**src/rtl/bus_arb_pkg.sv**
```systemverilog
// Shared types and default widths for the two-requester bus arbiter.
package bus_arb_pkg;
    localparam int DEF_ADDR_W = 16;
    localparam int DEF_DATA_W = 16;

    typedef enum logic [1:0] {
        IDLE  = 2'd0,
        ISSUE = 2'd1,
        WAIT  = 2'd2,
        RESP  = 2'd3
    } arb_state_t;
endpackage

```
**src/rtl/bus_arbiter_if.sv**
```systemverilog
// Requester and core-chain signal bundle for bus_arbiter.
// slave = arbiter side, master = requesters plus chain tail.
interface bus_arbiter_if
    import bus_arb_pkg::*;
#(
    parameter int ADDR_W = DEF_ADDR_W,
    parameter int DATA_W = DEF_DATA_W
) ();
    logic [1:0]          req_valid;
    logic [1:0]          req_ready;
    logic [2*ADDR_W-1:0] req_addr;
    logic [2*DATA_W-1:0] req_data;
    logic [1:0]          req_rw;
    logic [1:0]          resp_valid;
    logic [DATA_W-1:0]   resp_data;
    logic                resp_err;
    logic [ADDR_W-1:0]   bus_addr_o;
    logic [DATA_W-1:0]   bus_data_o;
    logic                bus_rw_o;
    logic                bus_valid_o;
    logic [DATA_W-1:0]   bus_data_i;
    logic                bus_rw_i;
    logic                bus_valid_i;

    modport slave (
        input  req_valid, req_addr, req_data, req_rw,
        input  bus_data_i, bus_rw_i, bus_valid_i,
        output req_ready, resp_valid, resp_data, resp_err,
        output bus_addr_o, bus_data_o, bus_rw_o, bus_valid_o
    );

    modport master (
        output req_valid, req_addr, req_data, req_rw,
        output bus_data_i, bus_rw_i, bus_valid_i,
        input  req_ready, resp_valid, resp_data, resp_err,
        input  bus_addr_o, bus_data_o, bus_rw_o, bus_valid_o
    );
endinterface

```
**src/rtl/bus_arb_rr_pick.sv**
```systemverilog
// Two-way round-robin picker: the requester not granted last wins a tie.
module bus_arb_rr_pick (
    input  logic [1:0] req,
    input  logic       last,
    output logic [1:0] gnt
);
    // one-hot grant, or zero when nobody requests
    always_comb begin
        gnt = req;
        if (req == 2'b11) gnt = last ? 2'b01 : 2'b10;
    end
endmodule

```
**src/rtl/bus_arbiter.sv**
```systemverilog
// Two-requester bus arbiter with a single outstanding transaction.
// IDLE grants, ISSUE drives the chain head for one cycle, WAIT holds for
// the chain tail, RESP pulses the completion to the granted requester.
// Optional feature macro: BUS_ARB_TIMEOUT_EN (WAIT-state timeout with error
// response after TIMEOUT cycles).
module bus_arbiter
    import bus_arb_pkg::*;
#(
    parameter int ADDR_W  = DEF_ADDR_W,
    parameter int DATA_W  = DEF_DATA_W,
    parameter int TIMEOUT = 255
) (
    input  logic          clk,
    input  logic          rst_n,
    bus_arbiter_if.slave  bus
);
    if (TIMEOUT < 1 || TIMEOUT > 65535) begin : g_bad_timeout
        $error("bus_arbiter: TIMEOUT must be within 1..65535");
    end

    arb_state_t        state;
    logic              last;      // index granted most recently
    logic              gidx;      // index of the transaction in flight
    logic [1:0]        gnt;
    logic              bus_valid_q;
    logic [ADDR_W-1:0] addr_q;
    logic [DATA_W-1:0] data_q;
    logic              rw_q;
    logic [1:0]        resp_vld_q;
    logic [DATA_W-1:0] resp_data_q;
    logic              err_q;
`ifdef BUS_ARB_TIMEOUT_EN
    logic [15:0]       cnt;
`else
    assign err_q = 1'b0;
`endif

    // the chain does not report its op back; only data and valid matter
    logic unused_rw_i;
    assign unused_rw_i = bus.bus_rw_i;

    bus_arb_rr_pick u_pick (
        .req  (bus.req_valid),
        .last (last),
        .gnt  (gnt)
    );

    // grant is only offered while idle, so a dropped request simply vanishes
    assign bus.req_ready = (state == IDLE) ? gnt : 2'b00;

    // FSM; the granted fields are latched straight into the bus-head
    // registers, which are zeroed on every cycle except ISSUE
    always_ff @(posedge clk or negedge rst_n) begin
        if (!rst_n) begin
            state       <= IDLE;
            last        <= 1'b1;
            gidx        <= 1'b0;
            bus_valid_q <= 1'b0;
            addr_q      <= '0;
            data_q      <= '0;
            rw_q        <= 1'b0;
            resp_vld_q  <= 2'b00;
            resp_data_q <= '0;
`ifdef BUS_ARB_TIMEOUT_EN
            err_q       <= 1'b0;
            cnt         <= '0;
`endif
        end else begin
            bus_valid_q <= 1'b0;
            addr_q      <= '0;
            data_q      <= '0;
            rw_q        <= 1'b0;
            resp_vld_q  <= 2'b00;
            resp_data_q <= '0;
`ifdef BUS_ARB_TIMEOUT_EN
            err_q       <= 1'b0;
`endif
            case (state)
                IDLE: begin
                    if (|gnt) begin
                        gidx        <= gnt[1];
                        bus_valid_q <= 1'b1;
                        addr_q      <= bus.req_addr[(gnt[1] ? ADDR_W : 0) +: ADDR_W];
                        data_q      <= bus.req_data[(gnt[1] ? DATA_W : 0) +: DATA_W];
                        rw_q        <= bus.req_rw[gnt[1]];
                        state       <= ISSUE;
                    end
                end
                ISSUE: begin
`ifdef BUS_ARB_TIMEOUT_EN
                    cnt   <= '0;
`endif
                    state <= WAIT;
                end
                WAIT: begin
                    if (bus.bus_valid_i) begin
                        resp_vld_q[gidx] <= 1'b1;
                        resp_data_q      <= bus.bus_data_i;
                        state            <= RESP;
                    end
`ifdef BUS_ARB_TIMEOUT_EN
                    else if (cnt == 16'(TIMEOUT - 1)) begin
                        resp_vld_q[gidx] <= 1'b1;
                        err_q            <= 1'b1;
                        state            <= RESP;
                    end else begin
                        cnt <= cnt + 16'd1;
                    end
`endif
                end
                RESP: begin
                    last  <= gidx;
                    state <= IDLE;
                end
                default: state <= IDLE;
            endcase
        end
    end

    assign bus.bus_valid_o = bus_valid_q;
    assign bus.bus_addr_o  = addr_q;
    assign bus.bus_data_o  = data_q;
    assign bus.bus_rw_o    = rw_q;
    assign bus.resp_valid  = resp_vld_q;
    assign bus.resp_data   = resp_data_q;
    assign bus.resp_err    = err_q;
endmodule
```
**src/flat_wrapper.sv**
```systemverilog
// flat-port wrapper written by rule: the top's interface ports become plain ports
module bus_arbiter_flat import bus_arb_pkg::*;
#(
    parameter int ADDR_W  = DEF_ADDR_W,
    parameter int DATA_W  = DEF_DATA_W,
    parameter int TIMEOUT = 255
)
  (clk, rst_n, bus_req_valid, bus_req_addr, bus_req_data, bus_req_rw, bus_bus_data_i, bus_bus_rw_i, bus_bus_valid_i, bus_req_ready, bus_resp_valid, bus_resp_data, bus_resp_err, bus_bus_addr_o, bus_bus_data_o, bus_bus_rw_o, bus_bus_valid_o);
  bus_arbiter_if #(.ADDR_W(ADDR_W), .DATA_W(DATA_W)) bus_i ();
  input  logic clk;
  input  logic rst_n;
  input wire logic [$bits(bus_i.req_valid)-1:0] bus_req_valid;
  input wire logic [$bits(bus_i.req_addr)-1:0] bus_req_addr;
  input wire logic [$bits(bus_i.req_data)-1:0] bus_req_data;
  input wire logic [$bits(bus_i.req_rw)-1:0] bus_req_rw;
  input wire logic [$bits(bus_i.bus_data_i)-1:0] bus_bus_data_i;
  input wire logic [$bits(bus_i.bus_rw_i)-1:0] bus_bus_rw_i;
  input wire logic [$bits(bus_i.bus_valid_i)-1:0] bus_bus_valid_i;
  output wire logic [$bits(bus_i.req_ready)-1:0] bus_req_ready;
  output wire logic [$bits(bus_i.resp_valid)-1:0] bus_resp_valid;
  output wire logic [$bits(bus_i.resp_data)-1:0] bus_resp_data;
  output wire logic [$bits(bus_i.resp_err)-1:0] bus_resp_err;
  output wire logic [$bits(bus_i.bus_addr_o)-1:0] bus_bus_addr_o;
  output wire logic [$bits(bus_i.bus_data_o)-1:0] bus_bus_data_o;
  output wire logic [$bits(bus_i.bus_rw_o)-1:0] bus_bus_rw_o;
  output wire logic [$bits(bus_i.bus_valid_o)-1:0] bus_bus_valid_o;
  assign bus_i.req_valid = bus_req_valid;
  assign bus_i.req_addr = bus_req_addr;
  assign bus_i.req_data = bus_req_data;
  assign bus_i.req_rw = bus_req_rw;
  assign bus_i.bus_data_i = bus_bus_data_i;
  assign bus_i.bus_rw_i = bus_bus_rw_i;
  assign bus_i.bus_valid_i = bus_bus_valid_i;
  assign bus_req_ready = bus_i.req_ready;
  assign bus_resp_valid = bus_i.resp_valid;
  assign bus_resp_data = bus_i.resp_data;
  assign bus_resp_err = bus_i.resp_err;
  assign bus_bus_addr_o = bus_i.bus_addr_o;
  assign bus_bus_data_o = bus_i.bus_data_o;
  assign bus_bus_rw_o = bus_i.bus_rw_o;
  assign bus_bus_valid_o = bus_i.bus_valid_o;
  bus_arbiter #(.ADDR_W(ADDR_W), .DATA_W(DATA_W), .TIMEOUT(TIMEOUT)) u_core (.clk(clk), .rst_n(rst_n), .bus(bus_i));
endmodule
```
**config.mk**
```make
export PLATFORM = sky130hd
export DESIGN_NAME = bus_arbiter_flat
export DESIGN_NICKNAME = d
export VERILOG_FILES = /design/src/rtl/bus_arb_pkg.sv /design/src/rtl/bus_arbiter_if.sv /design/src/rtl/bus_arb_rr_pick.sv /design/src/rtl/bus_arbiter.sv /design/src/flat_wrapper.sv
export SDC_FILE = /design/constraint.sdc
export NUM_CORES = 1
export LEC_CHECK = 0
export CAP_MARGIN = 25
export CORE_AREA = 5 5 90 92
export DETAILED_ROUTE_END_ITERATION = 16
export DIE_AREA = 0 0 95 97
export GPL_TIMING_DRIVEN = 0
export PLACE_DENSITY = 0.8
export SYNTH_ARGS = -nofsm -noshare
export SYNTH_HDL_FRONTEND = slang
export SYNTH_SLANG_ARGS = --single-unit
```
**constraint.sdc**
```tcl
create_clock -name clk -period 1.3 [get_ports clk]
set_clock_uncertainty 0.05 [all_clocks]
set_input_delay 0.195 -clock clk [delete_from_list [all_inputs] [get_ports clk]]
set_output_delay 0.195 -clock clk [all_outputs]
set_load 0.1 [all_outputs]
```
======== Word level (Yosys, flattened, before mapping) ========
Cells that the tools add are included.
word-level totals
  memory bits (read-only) ................. 0
  bits in writable memories ............... 0
  register bits after elaboration ......... 56
  memories ................................ 0
  output and inout port bits .............. 55
  logic and storage cells ................. 48
  bits in latches ......................... 0
cells by class
  shift-type cells ........................ 2
  $mul .................................... 0
  bitwise gates (word level) .............. 0
  magnitude comparators ................... 3
  $add $sub $neg .......................... 0
  reductions and logical operators ........ 5
  mux-type cells .......................... 23
  divide/modulo/power cells ............... 0
  equal/unequal tests ..................... 6
operators by type and width
  cell                                                                           number
  16-bit two-way mux                                                             6
  32-bit by 32-bit indexed part select with 16-bit output                        2
  2-bit two-way mux                                                              7
  2-bit case mux with 4 select lines                                             1
  1-bit two-way mux                                                              7
  2-bit == test (second input constant)                                          3
  5-bit two-way mux                                                              1
  1-bit by 2-bit less-than comparator with 1-bit output (second input constant)  2
  2-bit inequality test (second input constant)                                  2
  2-bit AND reduction                                                            2
  2-bit by 1-bit == test with 1-bit output (second input constant)               1
  2-bit logical NOT                                                              1
  2-bit OR reduction                                                             1
  1-bit demux with 1-bit select                                                  1
  1-bit greater-or-equal comparator (second input constant)                      1
  1-bit logical AND                                                              1

======== Longest topological paths before layout ========
Gate-level depths: netlist of the first run.
  depth in word-level cells ............... 6
  depth in mapped cells ................... 6
  depth with buffers taken out ............ 5

======== Modules after synthesis ========
From an unflattened synthesis of the first run, not the netlist that was laid out.
unflattened totals
  cell total of the unflattened synthesis .. 176
  area total of the unflattened synthesis .. 2228.4 um^2
by module, submodules not included
  module           cells an instance  instances  area an instance (um^2)
  bus_arbiter      173                1          2209.6
  bus_arb_rr_pick  3                  1          18.8

======== Least setup slack after synthesis of the first run ========
Ideal clock, no wire load.
  path type ............................... register to output
  from .................................... reg u_core.state[0]
  to ...................................... out bus_req_ready[0]
  path slack .............................. -1137 ps
  arrival time ............................ 2192 ps
  stages on the path, launching flop included .. 5
  buffers on the path ..................... 0
  cell sequence ........................... dfrtp_1 -> inv_1 -> ha_1 -> nand2_1 -> a21oi_1
between the ends
  longest elaborated chain between the ends .. 2
ends and longest elaborated chain
  what                      line                text
  start: declaration        bus_arbiter.sv:21   arb_state_t state;
  start signal: assignment  bus_arbiter.sv:55   state <= IDLE;
  start signal: assignment  bus_arbiter.sv:86   state <= ISSUE;
  start signal: assignment  bus_arbiter.sv:93   state <= WAIT;
  2-bit logical NOT         bus_arbiter.sv:49   assign bus.req_ready = (state == IDLE) ? gnt : 2'b00;
  2-bit two-way mux         bus_arbiter.sv:49
  end: declaration          flat_wrapper.sv:19  output wire logic [$bits(bus_i.req_ready)-1:0] bus_req_ready;
No other way between the ends.

======== Worst setup path after layout of the first run ========
  from .................................... reg u_core.state[1]
  to ...................................... reg u_core.state[1]
between the ends
  longest elaborated chain between the ends .. 3
  elaborated cells on any way between the ends .. 8
  classes of those cells .................. eq/ne: 5; mux: 1; reduce/logical: 2
ends and longest elaborated chain
  what                                                line               text
  2-bit == test or 2-bit logical NOT (tied branches)  bus_arbiter.sv:78  case (state)
  2-bit inequality test (no source line)              -
  2-bit AND reduction (no source line)                -
Several ways; a longest one is shown, not always the timed one.
A chain may end at the register's enable or synchronous reset.

==> results of run 1 <==
## critical path, cell delays in order (launching register included)
cell and delay, ps:
dfrtp_1 410, buf_6 130, buf_6 100, ha_2 170, nor2b_2 150, a21oi_2 180, mux2_4 320
## power by group through the flow
stage / Sequential (mW) / Combinational, mW / Clock, mW
after floorplan: 4.72 / 1.06 / 0
after global placement: 2.31 / 4.71 / 0
after detailed placement: 2.32 / 4.75 / 0
after CTS: 2.28 / 5.22 / 1.17
after global routing: 2.33 / 5.57 / 1.24
final: 2.29 / 5.33 / 1.13
## synth_stat cells (all sizes together) (2+ instances only)
cell and n:
clkbuf 3, buf 11, inv 4, nor2 2
ha 3, a21oi 35, dfrtp 55, nand2 69
o21ai 2, and3 17
## cells by family after synthesis
group	after synthesis	synth area share, %
adder cells (fa/ha/maj)	3	1.64
AO/OA/AOI/OAI	41	12.4
buffers and inverters	18	6.02
multiplexers	1	0.493
flip-flops	56	61.4
AND/OR/NAND/NOR	90	18.0
other	1	0.164
## area by class of cell
cell class,count,share of cell area (%)
timing repair buffer,157,36.0
tap,99,3.02
buffer,14,4.05
inverter,4,0.366
multi-input combinational,136,19.7
clock buffer,5,1.68
sequential,56,34.2
clock inverter,3,1.04
## metal layers
metal | wire (µm) | track usage [%] | vias up
li1 | - | - | 999
met2 | 3980 | 29.3 | 73
met5 | 0 | 0 | -
met4 | 44 | 4.66 | 0
met3 | 472 | 3.18 | 2
met1 | 2590 | 17.2 | 965
## repair_timing
item                                    in CTS  in global routing
hold buffers                                 1                  0
setup buffers                                9                  3
endpoints found under the setup margin      96                 56
endpoints found under the hold margin       24                  0
gates cloned                                 3                  0
pin swaps                                    3                  2
gates resized for setup                    356                  6
## worst max path at each step
stage | cells after the start | end
finish | 6 | u_core.state[1]$_DFFE_PN0P_
global route | 5 | bus_req_ready[0]
floorplan | 4 | bus_req_ready[0]
CTS | 5 | bus_req_ready[0]
detailed placement | 4 | bus_req_ready[1]
global placement | 1 | u_core.bus.bus_data_o[9]$_DFF_PN0_
## registers in the layout (all words and copies together) (netlist names)
signal                  cells
u_core.bus.bus_addr_o      16
u_core.bus.bus_rw_o         1
u_core.last                 1
u_core.bus.resp_data       16
u_core.bus.bus_valid_o      1
u_core.bus.resp_valid       2
u_core.state                2
u_core.gidx                 1
u_core.bus.bus_data_o      16
## per-stage QoR
step | hold slack (ps) | TNS [ps] | power (mW)
after global routing | 357 | -11140 | 9.13
after CTS | 365 | -3530 | 8.68
after global placement | 422 | -134930 | 7.02
after detailed placement | 196 | -40330 | 7.07
after floorplan | -151 | -333 | 5.78
final | 380 | -8260 | 8.74
==> metrics.md, run 1 <==
| Metric | Value |
|---|---|
| H-tree Lvls | `2` |
| Clock Power Share | `between 10% and 20%` |
| Commonest non-fill, non-tap cell in the layout | `clkdlybuf4s50_1` |
| Boundary pin count | `around 140` |
| CTS clk-pin slew, worst paths | `approximately 100 ps` |
| Max Root-Sink Buffers | `2` |
| Die Area | `between 9000 and 10,000 µm²` |
| Failing checks | `setup timing` |
| WL final | `approximately 7 mm` |
| Hold wc startpoint | `bus_req_data[19]` |
| First-pass GRT wire length | `11.2 mm` |
| Status | `complete, but fails checks` |
| Max-slew headroom | `between 50% and 60%` |
| Dpl cells | `450` |
| Leakage | `2.04 nW` |
| Reg2reg start | `u_core.state[1]$_DFFE_PN0P_` |
| Hold Path Class | `in -> reg` |
| Core ar. | `around 7000 µm²` |
| Via/cell ratio | `4.30` |
| Critical path class | `reg -> reg` |
| Std-Cell Rows | `31` |
| Register area | `approximately 1400 µm²` |
| Area Growth Syn to Fin | `79.5%` |
| P_int | `about 4.4 mW` |
| Synth Cell Area | `~2300 µm²` |
| Minimum clock period | `around 1600 ps` |
| Unrepaired setup endpoints after global routing | `yes` |
| Cell Pwr Density | `around 2100 nW/µm²` |
| Final hold vios | `0` |
| CTS Sinks | `56` |
| CP Max Fanout | `2` |
| Sw frac | `about half` |
| Placement Setup Slack | `-1420 ps` |
| Clock Latency Late Sink | `300 ps` |
| Max-cap violations | `0` |
| Largest area contributor in the netlist | `dfrtp_1` |
| Slack of the critical path | `-311 ps` |
| Initial Utilization | `about a third` |
| Unique masters post-synth | `25` |
| Post-synth EDFFs | `0` |
| Finished Layout Cells | `between 400 and 500` |
| DRC viols | `0` |
| Register-to-register setup slack | `-310 ps` |
| WHS Endpoint | `u_core.bus.bus_data_o[3]$_DFF_PN0_` |
| TritonCTS clock tree | `done` |
| Share of cells above drive strength 1 | `a little over a third` |
| R2r endpoint | `u_core.state[1]$_DFFE_PN0P_` |
| Floorplan die width | `95 µm` |
| Critical Path AT | `roughly 1800 ps` |
| Synth Register Bits | `56` |
| R2R depth | `6` |
| Comb power frac | `roughly three fifths` |
| Final Cell Area | `~4100 µm²` |
| Antenna violations before repair | `0` |
| Ant. Diodes | `0` |
| Synth area leaders | `dfrtp_1, nand2_1, a21oi_2, a21oi_1, and3_1` |
| CP Launch Type | `flip-flop` |
| Post-DP HPWL | `~5.1 mm` |
| Fin util | `~58%` |
| F_max | `slightly above 600 MHz` |
| Grt ovf | `0` |
| Final RePlAce weighted congestion | `between 0.7 and 0.8` |
| CTS root buf | `clkbuf_8` |
| Worst VDD drop | `about 0.77 mV` |
| Chip Height | `97 µm` |
| Area occupied by multi-input gates | `808 µm²` |
| Ys async rst share | `between 90% and 100%` |
| Commonest cells after routing, fill and taps aside | `clkdlybuf4s50_1, buf_4, nand2_1` |
| # fillers | `approximately 660` |
| Crit end category | `flip-flop` |
| DRT Pass-1 Iters | `4` |
| DRT iter0 DRCs | `40` |
| Yosys warnings | `0` |
| Largest net degree at the start of global routing | `32` |
| Routed Antenna Nets | `0` |
| I/O Buffers | `140` |
| Routed via count | `2,039` |
| Final Slew Violations | `0` |
| Synth top area share | `roughly three fifths` |
| Final worst-path cycle share | `124%` |
| Sequential area share after synthesis | `61.4%` |
| Placed instance area | `3850 µm²` |
| Worst Tran Pin Value | `slightly above 600 ps` |
| Net switching power | `4.37 mW` |
| Mean area per synthesized cell | `between 10 and 15 µm²` |
| Num CTS Buffers | `5` |
| Critical Path RT | `between 1000 and 1500 ps` |
| Worst Hold Depth | `3` |
| Final setup fails | `56` |
| Final-stage net count | `between 400 and 500` |
| Vias in the first global route | `about 2,200` |
| Ys flop type | `dfrtp_1` |
| Crit path from | `u_core.state[1]$_DFFE_PN0P_` |
| Mapped Cells | `210` |
| Total Routing Usage GR | `roughly 16%` |
| Sequential power share | `between 20% and 30%` |
| Syn Nets | `roughly 300` |
| Average routed wire per standard cell | `around 15 µm` |
No activity file was read; power rests on OpenSTA's default activity.
==> run 2, diff against run 1 <==
GPL_ROUTABILITY_DRIVEN = 0   (was default)
==> results of run 2 <==
No change in the layout: final DEF, timing and power equal those of run 1.
==> run 3, diff against run 2 <==
CORE_AREA = 2 2 87 89   (was 5 5 90 92)
DIE_AREA = 0 0 89 91   (was 0 0 95 97)
SETUP_SLACK_MARGIN = 0.05   (was default)
==> metrics.md, run 3 (synthesized netlist as in run 1, its figures left out) <==
| Metric | Value |
|---|---|
| Minimum clock period | `1580 ps` |
| Max incr delay on CP | `580 ps` |
| Status | `complete, but fails checks` |
| DRT iter0 DRCs | `between 60 and 70` |
| Initial Utilization | `32.0%` |
| Worst Tran Pin Value | `650 ps` |
| CTS Sinks | `56` |
| First-pass GRT wire length | `between 10 and 15 mm` |
| Via/cell ratio | `between 4 and 5` |
| Total Routing Usage GR | `between 15 and 20%` |
| Delay-heaviest family, CP | `flip-flops` |
| Unrepaired setup endpoints after global routing | `yes` |
| Largest net degree at the start of global routing | `30` |
| Commonest cells after routing, fill and taps aside | `clkdlybuf4s50_1, buf_4, dfrtp_1` |
| Share of cells above drive strength 1 | `~47%` |
| Critical path class | `reg -> out` |
| Ant. Diodes | `0` |
| TritonCTS clock tree | `done` |
| DRC viols | `0` |
| Max-slew headroom | `between 50% and 60%` |
| Antenna violations before repair | `0` |
| WL final | `between 7 and 8 mm` |
| Worst VDD drop | `1.03 mV` |
| Average routed wire per standard cell | `15.3 µm` |
| Final setup fails | `52` |
| Core ar. | `about 7100 µm²` |
| Chip Height | `between 90 and 100 µm` |
| Max-cap violations | `0` |
| WP buf/inv | `1` |
| Boundary pin count | `around 140` |
| Area Growth Syn to Fin | `101%` |
| Clock Latency Late Sink | `around 300 ps` |
| Crit path from | `u_core.last$_DFFE_PN1N_` |
| CP max-delay cell | `dfstp_2` |
| Vias in the first global route | `about 2,300` |
| Total power | `9.72 mW` |
| Critical-path cell list | `a21boi_4 > and2_2 > buf_12` |
| I/O Buffers | `140` |
| Std-Cell Rows | `31` |
| Die Area | `8100 µm²` |
| Critical Path RT | `between 1000 and 1500 ps` |
| H-tree Lvls | `2` |
| DRT Pass-1 Iters | `4` |
| CP Max Fanout | `3` |
| F_max | `634 MHz` |
| Failing checks | `setup timing` |
| Routed Antenna Nets | `0` |
| Leakage | `roughly 2.2 nW` |
| Final worst-path cycle share | `121%` |
| Hold Path Class | `in -> async` |
| Commonest non-fill, non-tap cell in the layout | `clkdlybuf4s50_1` |
| Routed via count | `approximately 2,200` |
| Max Root-Sink Buffers | `2` |
| Crit end category | `output port` |
| Total Neg Setup Slack | `-5000 ps` |
| Critical Path AT | `1330 ps` |
| Final Slew Violations | `0` |
| CTS root buf | `clkbuf_8` |
| Cell Pwr Density | `between 2000 and 2500 nW/µm²` |
| Slack of the critical path | `-277 ps` |
| Floorplan die width | `89 µm` |
| Grt ovf | `0` |
| Num CTS Buffers | `5` |
| CP Launch Type | `flip-flop` |
| Final-stage net count | `~480` |
| Post-DP HPWL | `approximately 4.8 mm` |
| CTS clk-pin slew, worst paths | `~100 ps` |
| Reg2reg start | `u_core.state[1]$_DFFE_PN0P_` |
| Final hold vios | `0` |
## run 3: power by group
group | switching, mW | internal [mW]
Combinational | 3.94 | 2.17
Clock | 0.549 | 0.759
Sequential | 0.163 | 2.13
## run 3: final cells by class
cell class / instances / area (µm²)
Buffer: 13 / 171
Clock buffer: 5 / 68.8
Clock inverter: 2 / 60.1
Fill cell: 584 / 2540
Inverter: 4 / 15.0
Multi-Input combinational cell: 136 / 1050
Sequential cell: 56 / 1400
Tap cell: 99 / 124
Timing Repair Buffer: 169 / 1710
## run 3: per-stage QoR
step	cells	hold slack (ps)	instance area [µm²]	util [%]	setup WS, ps
floorplan	210	-151	2310	-	-153
global placement	449	420	3840	53.8	-1710
detailed placement	450	207	3850	54.0	-1430
CTS	483	368	4530	63.4	-285
global route	484	385	4600	64.4	-334
finish	484	386	4600	64.4	-277
## run 3: path summary, 6_finish.rpt
| path | end | slack (ps) | cells after the start |
|---|---|---|---|
| max | bus_req_ready[1] | -280 | 3 |
| min | u_core.bus.bus_addr_o[6]$_DFF_PN0_ | 390 | 2 |
| max reg2reg | u_core.state[1]$_DFFE_PN0P_ | -260 | 6 |
| min reg2reg | u_core.bus.resp_valid[0]$_DFF_PN0_ | 430 | 1 |
| max in group asynchronous | u_core.bus.bus_data_o[0]$_DFF_PN0_ | 220 | 3 |
| min in group clk | u_core.bus.bus_addr_o[7]$_DFF_PN0_ | 390 | 3 |
## run 3: repair_timing
action / 4_1_cts / 5_1_grt
pin swaps: 42 / 7
buffers inserted: 20 / 3
hold buffers: 1 / 0
resized for setup: 415 / 24
endpoints found under the hold margin: 26 / 0
setup endpoints to repair: 103 / 57
gates cloned: 6 / 0
## run 3: layer usage
layer	vias to the layer above	GRT usage (%)	wire (µm)
met4	0	6.34	139
li1	1024	-	-
met1	1046	19.3	2750
met3	10	3.55	512
met5	-	0	0
met2	95	32.6	4010
